===== src/rtl/neighborhood_fetch_pkg.sv =====
// -----------------------------------------------------------------------------
// neighborhood_fetch_pkg
//   Shared JPEG-LS decoder constants for the neighbourhood generator.
//   Holds the default sample width and frame geometry used by
//   neighborhood_fetch, its interface and its line buffer. It also holds a
//   helper that sizes counters so that a degenerate 1-row frame still gets
//   a 1-bit row counter.
// -----------------------------------------------------------------------------
package neighborhood_fetch_pkg;

    // Default sample width in bits.
    localparam int unsigned jls_pixel_length = 8;

    // Default frame geometry in pixels.
    localparam int unsigned jls_line_width   = 512;
    localparam int unsigned jls_frame_height = 512;

    // Counter width able to index 0..n-1, never narrower than one bit.
    function automatic int unsigned bits_for(input int unsigned n);
        return (n > 1) ? $clog2(n) : 1;
    endfunction

endpackage


===== src/rtl/neighborhood_fetch_if.sv =====
// -----------------------------------------------------------------------------
// neighborhood_fetch_if
//   Neighbourhood hand-off between the neighbourhood generator (master) and
//   the gradient/context stage plus pixel reconstruction (slave).
//
//   nb_valid  : master -> slave, a/b/c/d/x/y are valid
//   nb_ready  : slave -> master, neighbourhood accepted
//   a,b,c,d   : master -> slave, left / above / above-left / above-right
//   x, y      : master -> slave, column and row of the current pixel
//   rec_valid : slave -> master, reconstructed pixel strobe
//   rec_pixel : slave -> master, reconstructed value of (x, y)
// -----------------------------------------------------------------------------
interface neighborhood_fetch_if
    import neighborhood_fetch_pkg::*;
#(
    parameter int unsigned pixel_length = jls_pixel_length,
    parameter int unsigned x_bits       = bits_for(jls_line_width),
    parameter int unsigned y_bits       = bits_for(jls_frame_height)
);

    logic                    nb_valid;
    logic                    nb_ready;
    logic [pixel_length-1:0] a;
    logic [pixel_length-1:0] b;
    logic [pixel_length-1:0] c;
    logic [pixel_length-1:0] d;
    logic [x_bits-1:0]       x;
    logic [y_bits-1:0]       y;
    logic                    rec_valid;
    logic [pixel_length-1:0] rec_pixel;

    modport master (
        output nb_valid, a, b, c, d, x, y,
        input  nb_ready, rec_valid, rec_pixel
    );

    modport slave (
        input  nb_valid, a, b, c, d, x, y,
        output nb_ready, rec_valid, rec_pixel
    );

endinterface


===== src/rtl/neighborhood_fetch_linebuf.sv =====
// -----------------------------------------------------------------------------
// LineBuffer
//   Simple dual-port row store, line_width x pixel_length. One write port and
//   one registered read port (one-cycle latency). A read of the address being
//   written in the same cycle returns the old contents.
//
//   clk     : clock
//   wr_en   : write strobe
//   wr_addr : write column
//   wr_data : sample to store
//   rd_addr : read column, sampled every cycle
//   rd_data : contents of rd_addr from the previous cycle
// -----------------------------------------------------------------------------
module LineBuffer
    import neighborhood_fetch_pkg::*;
#(
    parameter int unsigned pixel_length = jls_pixel_length,
    parameter int unsigned line_width   = jls_line_width,
    parameter int unsigned addr_bits    = bits_for(jls_line_width)
) (
    input  logic                    clk,
    input  logic                    wr_en,
    input  logic [addr_bits-1:0]    wr_addr,
    input  logic [pixel_length-1:0] wr_data,
    input  logic [addr_bits-1:0]    rd_addr,
    output logic [pixel_length-1:0] rd_data
);

    logic [pixel_length-1:0] mem [line_width];

    always_ff @(posedge clk) begin
        if (wr_en) begin
            mem[wr_addr] <= wr_data;
        end
        rd_data <= mem[rd_addr];
    end

endmodule


===== src/rtl/neighborhood_fetch.sv =====
// -----------------------------------------------------------------------------
// neighborhood_fetch
//   JPEG-LS decoder causal-neighbourhood generator. Keeps the previous
//   reconstructed row in a line buffer and presents a (left), b (above),
//   c (above-left) and d (above-right) for each pixel in raster order. The
//   write-back of the reconstructed pixel releases the next neighbourhood.
//
//   clk        : clock
//   reset_n    : synchronous active-low reset
//   start      : frame-start pulse, honoured only while idle
//   frame_done : one-cycle pulse after the last pixel is written back
//   nb         : neighbourhood / write-back interface (master side)
// -----------------------------------------------------------------------------
module neighborhood_fetch
    import neighborhood_fetch_pkg::*;
#(
    parameter int unsigned pixel_length = jls_pixel_length,
    parameter int unsigned line_width   = jls_line_width,
    parameter int unsigned frame_height = jls_frame_height,
    parameter int unsigned x_bits       = bits_for(line_width),
    parameter int unsigned y_bits       = bits_for(frame_height)
) (
    input  logic                 clk,
    input  logic                 reset_n,
    input  logic                 start,
    output logic                 frame_done,
    neighborhood_fetch_if.master nb
);

    typedef enum logic [1:0] {
        IDLE,
        PRESENT,
        WAIT_REC,
        ADVANCE
    } state_t;

    localparam logic [x_bits-1:0] x_last = x_bits'(line_width - 1);
    localparam logic [x_bits-1:0] x_penult = x_bits'(line_width - 2);
    localparam logic [y_bits-1:0] y_last = y_bits'(frame_height - 1);

    state_t state;
    state_t state_nxt;

    logic                    start_q;
    logic [x_bits-1:0]       x_q;
    logic [y_bits-1:0]       y_q;
    logic [pixel_length-1:0] a_q;
    logic [pixel_length-1:0] b_q;
    logic [pixel_length-1:0] c_q;
    logic [pixel_length-1:0] d_q;
    logic [pixel_length-1:0] p_q;          // pixel just written back
    logic [pixel_length-1:0] col0_cur_q;   // P[y][0] of the current row
    logic [pixel_length-1:0] col0_prev_q;  // P[y-1][0], 0 for row 0

    logic                    rec_take;
    logic                    at_row_end;
    logic                    at_frame_end;
    logic [x_bits-1:0]       rd_addr;
    logic [pixel_length-1:0] rd_data;

    assign at_row_end   = (x_q == x_last);
    assign at_frame_end = at_row_end && (y_q == y_last);

    assign nb.a = a_q;
    assign nb.b = b_q;
    assign nb.c = c_q;
    assign nb.d = d_q;
    assign nb.x = x_q;
    assign nb.y = y_q;

    LineBuffer #(
        .pixel_length (pixel_length),
        .line_width   (line_width),
        .addr_bits    (x_bits)
    ) u_linebuf (
        .clk     (clk),
        .wr_en   (rec_take),
        .wr_addr (x_q),
        .wr_data (nb.rec_pixel),
        .rd_addr (rd_addr),
        .rd_data (rd_data)
    );

    // The read for the next pixel's d is issued in WAIT_REC so the data lands
    // in ADVANCE. Mid-row that is column x+2. At row end it is column 1 of the
    // row just finished. The last column reuses b, so no read is needed there.
    always_comb begin
        rd_addr = '0;
        if (at_row_end) begin
            rd_addr = x_bits'(1);
        end else if (x_q < x_penult) begin
            rd_addr = x_q + x_bits'(2);
        end
    end

    always_comb begin
        state_nxt   = state;
        frame_done  = 1'b0;
        nb.nb_valid = 1'b0;
        rec_take    = 1'b0;
        case (state)
            IDLE: begin
                if (start_q) begin
                    state_nxt = PRESENT;
                end
            end
            PRESENT: begin
                nb.nb_valid = 1'b1;
                if (nb.nb_ready) begin
                    state_nxt = WAIT_REC;
                end
            end
            WAIT_REC: begin
                if (nb.rec_valid) begin
                    rec_take  = 1'b1;
                    state_nxt = ADVANCE;
                end
            end
            ADVANCE: begin
                if (at_frame_end) begin
                    frame_done = 1'b1;
                    state_nxt  = IDLE;
                end else begin
                    state_nxt = PRESENT;
                end
            end
            default: state_nxt = IDLE;
        endcase
    end

    always_ff @(posedge clk) begin
        if (!reset_n) begin
            state       <= IDLE;
            start_q     <= 1'b0;
            x_q         <= '0;
            y_q         <= '0;
            a_q         <= '0;
            b_q         <= '0;
            c_q         <= '0;
            d_q         <= '0;
            p_q         <= '0;
            col0_cur_q  <= '0;
            col0_prev_q <= '0;
        end else begin
            state <= state_nxt;
            // start is registered, so (0,0) is presented two cycles after the
            // pulse. Gating with IDLE drops a pulse that arrives while busy.
            start_q <= start && (state == IDLE);

            case (state)
                IDLE: begin
                    if (start_q) begin
                        x_q <= '0;
                        y_q <= '0;
                        a_q <= '0;
                        b_q <= '0;
                        c_q <= '0;
                        d_q <= '0;
                    end
                end
                WAIT_REC: begin
                    if (rec_take) begin
                        p_q <= nb.rec_pixel;
                        if (x_q == '0) begin
                            // Column 0 of the row about to be overwritten is
                            // still needed as c at the start of the next row.
                            col0_cur_q  <= nb.rec_pixel;
                            col0_prev_q <= b_q;
                        end
                    end
                end
                ADVANCE: begin
                    if (!at_frame_end) begin
                        if (at_row_end) begin
                            x_q <= '0;
                            y_q <= y_q + y_bits'(1);
                            a_q <= col0_cur_q;
                            b_q <= col0_cur_q;
                            c_q <= col0_prev_q;
                            // With a 2-pixel row, column 1 was written in the
                            // same cycle it was read, so take the written value.
                            d_q <= (line_width == 2) ? p_q : rd_data;
                        end else begin
                            x_q <= x_q + x_bits'(1);
                            a_q <= p_q;
                            if (y_q == '0) begin
                                b_q <= '0;
                                c_q <= '0;
                                d_q <= '0;
                            end else begin
                                // The above row slides left by one: d->b, b->c.
                                b_q <= d_q;
                                c_q <= b_q;
                                d_q <= (x_q == x_penult) ? d_q : rd_data;
                            end
                        end
                    end
                end
                default: ;
            endcase
        end
    end

endmodule


===== src/flat_wrapper.sv =====
// flat-port wrapper written by rule: the top's interface ports become plain ports
module neighborhood_fetch_flat import neighborhood_fetch_pkg::*;
#(
    parameter int unsigned pixel_length = jls_pixel_length,
    parameter int unsigned line_width   = jls_line_width,
    parameter int unsigned frame_height = jls_frame_height,
    parameter int unsigned x_bits       = bits_for(line_width),
    parameter int unsigned y_bits       = bits_for(frame_height)
)
  (clk, reset_n, start, frame_done, nb_nb_valid, nb_a, nb_b, nb_c, nb_d, nb_x, nb_y, nb_nb_ready, nb_rec_valid, nb_rec_pixel);
  neighborhood_fetch_if #(.pixel_length(pixel_length), .x_bits(x_bits), .y_bits(y_bits)) nb_i ();
  input  logic clk;
  input  logic reset_n;
  input  logic start;
  output logic frame_done;
  output wire logic [$bits(nb_i.nb_valid)-1:0] nb_nb_valid;
  output wire logic [$bits(nb_i.a)-1:0] nb_a;
  output wire logic [$bits(nb_i.b)-1:0] nb_b;
  output wire logic [$bits(nb_i.c)-1:0] nb_c;
  output wire logic [$bits(nb_i.d)-1:0] nb_d;
  output wire logic [$bits(nb_i.x)-1:0] nb_x;
  output wire logic [$bits(nb_i.y)-1:0] nb_y;
  input wire logic [$bits(nb_i.nb_ready)-1:0] nb_nb_ready;
  input wire logic [$bits(nb_i.rec_valid)-1:0] nb_rec_valid;
  input wire logic [$bits(nb_i.rec_pixel)-1:0] nb_rec_pixel;
  assign nb_nb_valid = nb_i.nb_valid;
  assign nb_a = nb_i.a;
  assign nb_b = nb_i.b;
  assign nb_c = nb_i.c;
  assign nb_d = nb_i.d;
  assign nb_x = nb_i.x;
  assign nb_y = nb_i.y;
  assign nb_i.nb_ready = nb_nb_ready;
  assign nb_i.rec_valid = nb_rec_valid;
  assign nb_i.rec_pixel = nb_rec_pixel;
  neighborhood_fetch #(.pixel_length(pixel_length), .line_width(line_width), .frame_height(frame_height), .x_bits(x_bits), .y_bits(y_bits)) u_core (.clk(clk), .reset_n(reset_n), .start(start), .frame_done(frame_done), .nb(nb_i));
endmodule

===== config.mk =====
export PLATFORM = sky130hd
export DESIGN_NAME = neighborhood_fetch_flat
export DESIGN_NICKNAME = d
export VERILOG_FILES = /design/src/rtl/neighborhood_fetch_pkg.sv /design/src/rtl/neighborhood_fetch_if.sv /design/src/rtl/neighborhood_fetch_linebuf.sv /design/src/rtl/neighborhood_fetch.sv /design/src/flat_wrapper.sv
export SDC_FILE = /design/constraint.sdc
export NUM_CORES = 2
export LEC_CHECK = 0
export CAP_MARGIN = 5
export CORE_MARGIN = 4
export CORE_UTILIZATION = 63
export CTS_CLUSTER_SIZE = 16
export DETAILED_ROUTE_END_ITERATION = 7
export PLACE_DENSITY_LB_ADDON = 0.1
export RECOVER_POWER = 50
export SLEW_MARGIN = 20
export SYNTH_ARGS = -nofsm -noshare
export SYNTH_HDL_FRONTEND = slang
export SYNTH_SLANG_ARGS = --single-unit

===== constraint.sdc =====
create_clock -name clk -period 4.6 [get_ports clk]
set_clock_uncertainty 0.2 [all_clocks]
set_input_delay 0.69 -clock clk [delete_from_list [all_inputs] [get_ports clk]]
set_output_delay 0.69 -clock clk [all_outputs]
set_load 0.02 [all_outputs]

==> results summary <==
The total nets after synthesis came out at 11.3k. The final worst-path setup slack came out at -0.0648 ns. The areal power density over the cells is between 400 and 500 mW/mm2. The clock tree from TritonCTS is built. Dividing the synthesized area by the synthesized cell count gives 14.8 um2.

The cell area after synthesis is 0.167 mm2. After floorplanning, the core was divided into 188 placement rows. Static timing analysis puts the maximum clock frequency at 0.214 GHz. The number of global-route vias before repair is 107k.

Counting flops with an async set or reset pin after synthesis yields a share of 0%. The total global routing overflow came out at 0. The clock input transition at the sequential cells of the worst setup and hold paths came out at approximately 0.060 ns.

The synthesis-to-layout area growth came out at 15.4%. The final clock period utilization by the worst path is 101%. The weighted congestion at the end of routability-driven global placement came out at 0.990. The TritonCTS sink count is about 4.2k.

The slew at the pin closest to its max-slew limit came out at 5.06 ns. met2 is the most crowded layer. The overall global routing resource usage is 41.3%. The checks that failed: capacitance limit, slew limit, setup timing. In this run the remaining antenna-violating nets after routing total 0. During I/O placement, the number of pins put on the boundary was 65.

The flow ran to the end, but the final reports show violations. The yosys synthesis warning count is 0. The total clock buffers created by CTS is between 400 and 500. The critical path is of the reg2reg type. The core region is 0.263 mm2.

Walking the worst path, the cells encountered are ha_2, nand3_4, o21ai_4, buf_12, buf_4, buf_12, buf_4, o21ai_0, a31oi_1, nor3_1, o21ai_0, o22ai_1, nor2_1, buf_4, or4_1. The sequential fraction of the synthesis area is 74.7%. In the layout the commonest cells are edfxtp_1, nand2_1, buf_4. The wire length after detailed routing came out at between 500 and 600 mm. The path class of the tightest hold or removal check is in2reg. The die covers 0.273 mm2. The count of unique library cells instantiated by Yosys is 90.

The fraction of final layout cells sized beyond drive strength 1 came out at 17.7%. The remaining max-slew budget at the tightest pin is -237%. The detailed router finished its first iteration with 18.3k violations. The share of the core filled with cells in the final layout came out at 73.2%. The clock passes through at most 4 buffers. On the critical path, the stage with the largest delay is an instance of nor2_1. The kind of start point of the critical path is a register. Setup violations remaining at the end of the flow were counted as 76. The worst setup path is captured at a register. Data arrives at the worst endpoint at between 5 and 6 ns. The routed length per placed instance is 35.9 um. Entering global routing, the biggest net connects 135 pins. The die width is about 520 um.

The synthesis-stage register bit count is 4181. The final count of hold timing violations came to 0. The tool flagged a number of max-cap violations equal to 32. The required time of the worst setup path came out at 5.31 ns. The worst hold path begins at start. The most common library cell in the layout ignoring fill and taps is edfxtp_1. In the routed layout, each cell is associated on average with a via count of 7.02.

The library cell appearing most often on the critical path is buf_4. The number of nets in the layout is 12.1k. Yosys mapped a number of flops with a built-in enable equal to 4096. The quantity of I/O buffers inserted on ports came out at 64. Detailed placement ended at an HPWL of 364 mm. The count of mapped cells out of synthesis is about 11k. The time the worst path needs with I/O delays and setup is 4.66 ns.

The leakage power of the design came out at 63.1 nW. The number of detailed-routing iterations run before antenna repair came out at 7. The DRC violation count after routing came out at 0. Once the floorplan was initialized, standard cells occupied between 60% and 70% of the core.

In this run the critical register-to-register path is launched from u_core.nb.x[2]. The final max-slew violation count came out at 2066. From bottom edge to top edge, the die measures 523 um. The initial antenna violation count is 42. The worst-case IR drop observed on VDD is 0.397 mV.

The number of levels the H-tree was split into is 5. The biggest fanout along the worst timing path came out at 25. The global-route wire length before repair is 800 mm. The total chip power came out at 77.8 mW. Setup repair after global routing could not meet its margin everywhere. The cell at the root of the clock tree is clkbuf_16. The biggest cell delay along the critical path came out at around 0.73 ns. The met2 track demand over resource in global routing is 61.9%. The met1 global-route usage came out at 55.9%. The clock reaches the later pin of the worst-skew pair after 0.96 ns. The met3 track demand over resource in global routing came out at 10.3%. The first element of the critical path is u_core.nb.x[2]. The count of vias placed by the detailed router came out at 112k. The most used flip-flop cell after synthesis is edfxtp_1.
[state kept, by name, indices dropped and copies added (netlist names), 8 cells and up]
name                      count
u_core.nb.y                   9
u_core.col0_cur_q             8
u_core.u_linebuf.mem       4096
u_core.nb.a                   8
u_core.col0_prev_q            8
u_core.nb.b                   8
u_core.nb.x                   9
u_core.nb.d                   8
u_core.p_q                    8
u_core.u_linebuf.rd_data      8
u_core.nb.c                   8
[power by group]
group	total, mW	switching, mW	internal (mW)
sequential	41.9	0.0227	41.9
combinational	2.28	1.74	0.543
clock	33.6	14.3	19.3
[repair_timing]
action / in CTS / in global routing
setup endpoints to repair: 8 / 7
hold buffers: 1 / 0
gates cloned: 0 / 2
resized for setup: 25 / 37
pin swaps: 5 / 13
buffers inserted: 9 / 8
endpoints found under the hold margin: 2 / 0
[stage by stage]
stage / instances / setup TNS (ns) / hold WS, ns / area [um2] / setup slack [ns]
after floorplan: 11300 / 0 / 0.243 / 167000 / 0.524
after global placement: 15200 / -2.95 / 0.252 / 179000 / -0.779
after detailed placement: 15200 / -1.99 / 0.269 / 179000 / -0.467
after CTS: 15900 / 0 / 0.0348 / 193000 / 0.00522
after global routing: 15900 / -0.0848 / 0.147 / 192000 / -0.0108
final: 15900 / -1.01 / 0.144 / 192000 / -0.0648
[critical path, delay by kind of cell (launching register included)]
family                   cells  cell delay, ns
AO/OA/AOI/OAI                5            1.29
AND/OR/NAND/NOR              4            1.19
buffers and inverters        5            1.06
flip-flops                   1            0.44
adder cells (fa/ha/maj)      1            0.38
[path summary, 6_finish.rpt]
kind,end,slack (ns),cells after the start
hold / removal,u_core.start_q,0.14,2
setup / recovery,u_core.u_linebuf.rd_data[2],-0.06,15
hold reg to reg,u_core.col0_prev_q[7],0.28,2
setup reg to reg,u_core.u_linebuf.rd_data[2],-0.06,15
[metal layers]
layer	routed length [um]	up-vias
met3	75200	1739
li1	-	45400
met2	256000	8907
met5	205	-
met1	201000	55700
met4	40500	32
[cell usage after synthesis (18+ instances only)]
master | count | share of area (%)
a211oi_1 | 221 | 0.99
a21boi_0 | 26 | 0.12
a21oi_1 | 694 | 2.1
a221o_1 | 30 | 0.18
a221oi_1 | 38 | 0.20
a222oi_1 | 23 | 0.14
a22oi_1 | 68 | 0.31
a311oi_1 | 102 | 0.54
a31oi_1 | 157 | 0.59
and2_1 | 48 | 0.18
buf_1 | 54 | 0.12
buf_2 | 405 | 1.2
buf_4 | 100 | 0.45
clkbuf_1 | 271 | 0.61
dfxtp_1 | 85 | 1.0
edfxtp_1 | 4096 | 74
inv_1 | 25 | 0.056
mux2_2 | 331 | 2.2
mux2i_1 | 521 | 3.1
mux4_2 | 18 | 0.24
nand2_1 | 1382 | 3.1
nand3_1 | 77 | 0.23
nor2_1 | 675 | 1.5
nor2b_1 | 119 | 0.45
nor3_1 | 230 | 0.69
nor4_1 | 104 | 0.39
o211ai_1 | 43 | 0.19
o21ai_0 | 507 | 1.5
o221ai_1 | 174 | 0.91
o22ai_1 | 281 | 1.1
o311ai_0 | 18 | 0.094
o31ai_1 | 21 | 0.094
o32ai_1 | 38 | 0.20
or3_1 | 19 | 0.071
or4_1 | 20 | 0.090
[logic make-up (layout without fill, tap and decap cells)]
family	count (synthesis)	in the layout	share of synthesized area [%]
multiplexers	870	870	5.60
other	0	20	0
adder cells (fa/ha/maj)	13	13	0.0975
flip-flops	4181	4181	74.7
buffers and inverters	865	2009	2.51
AO/OA/AOI/OAI	2579	2579	9.96
XOR/XNOR	14	14	0.0735
AND/OR/NAND/NOR	2737	2737	7.01
[layout make-up]
class / count / area, um2
antenna: 20 / 50.0
clock buffer: 510 / 10900
clock inverter: 223 / 2330
fill: 16800 / 70500
inverter: 27 / 106
multi-input combinational: 6213 / 38500
sequential: 4181 / 125000
tap: 3515 / 4400
timing repair buffer: 1249 / 11500
Note: power is estimated with default switching activity, not from simulation.
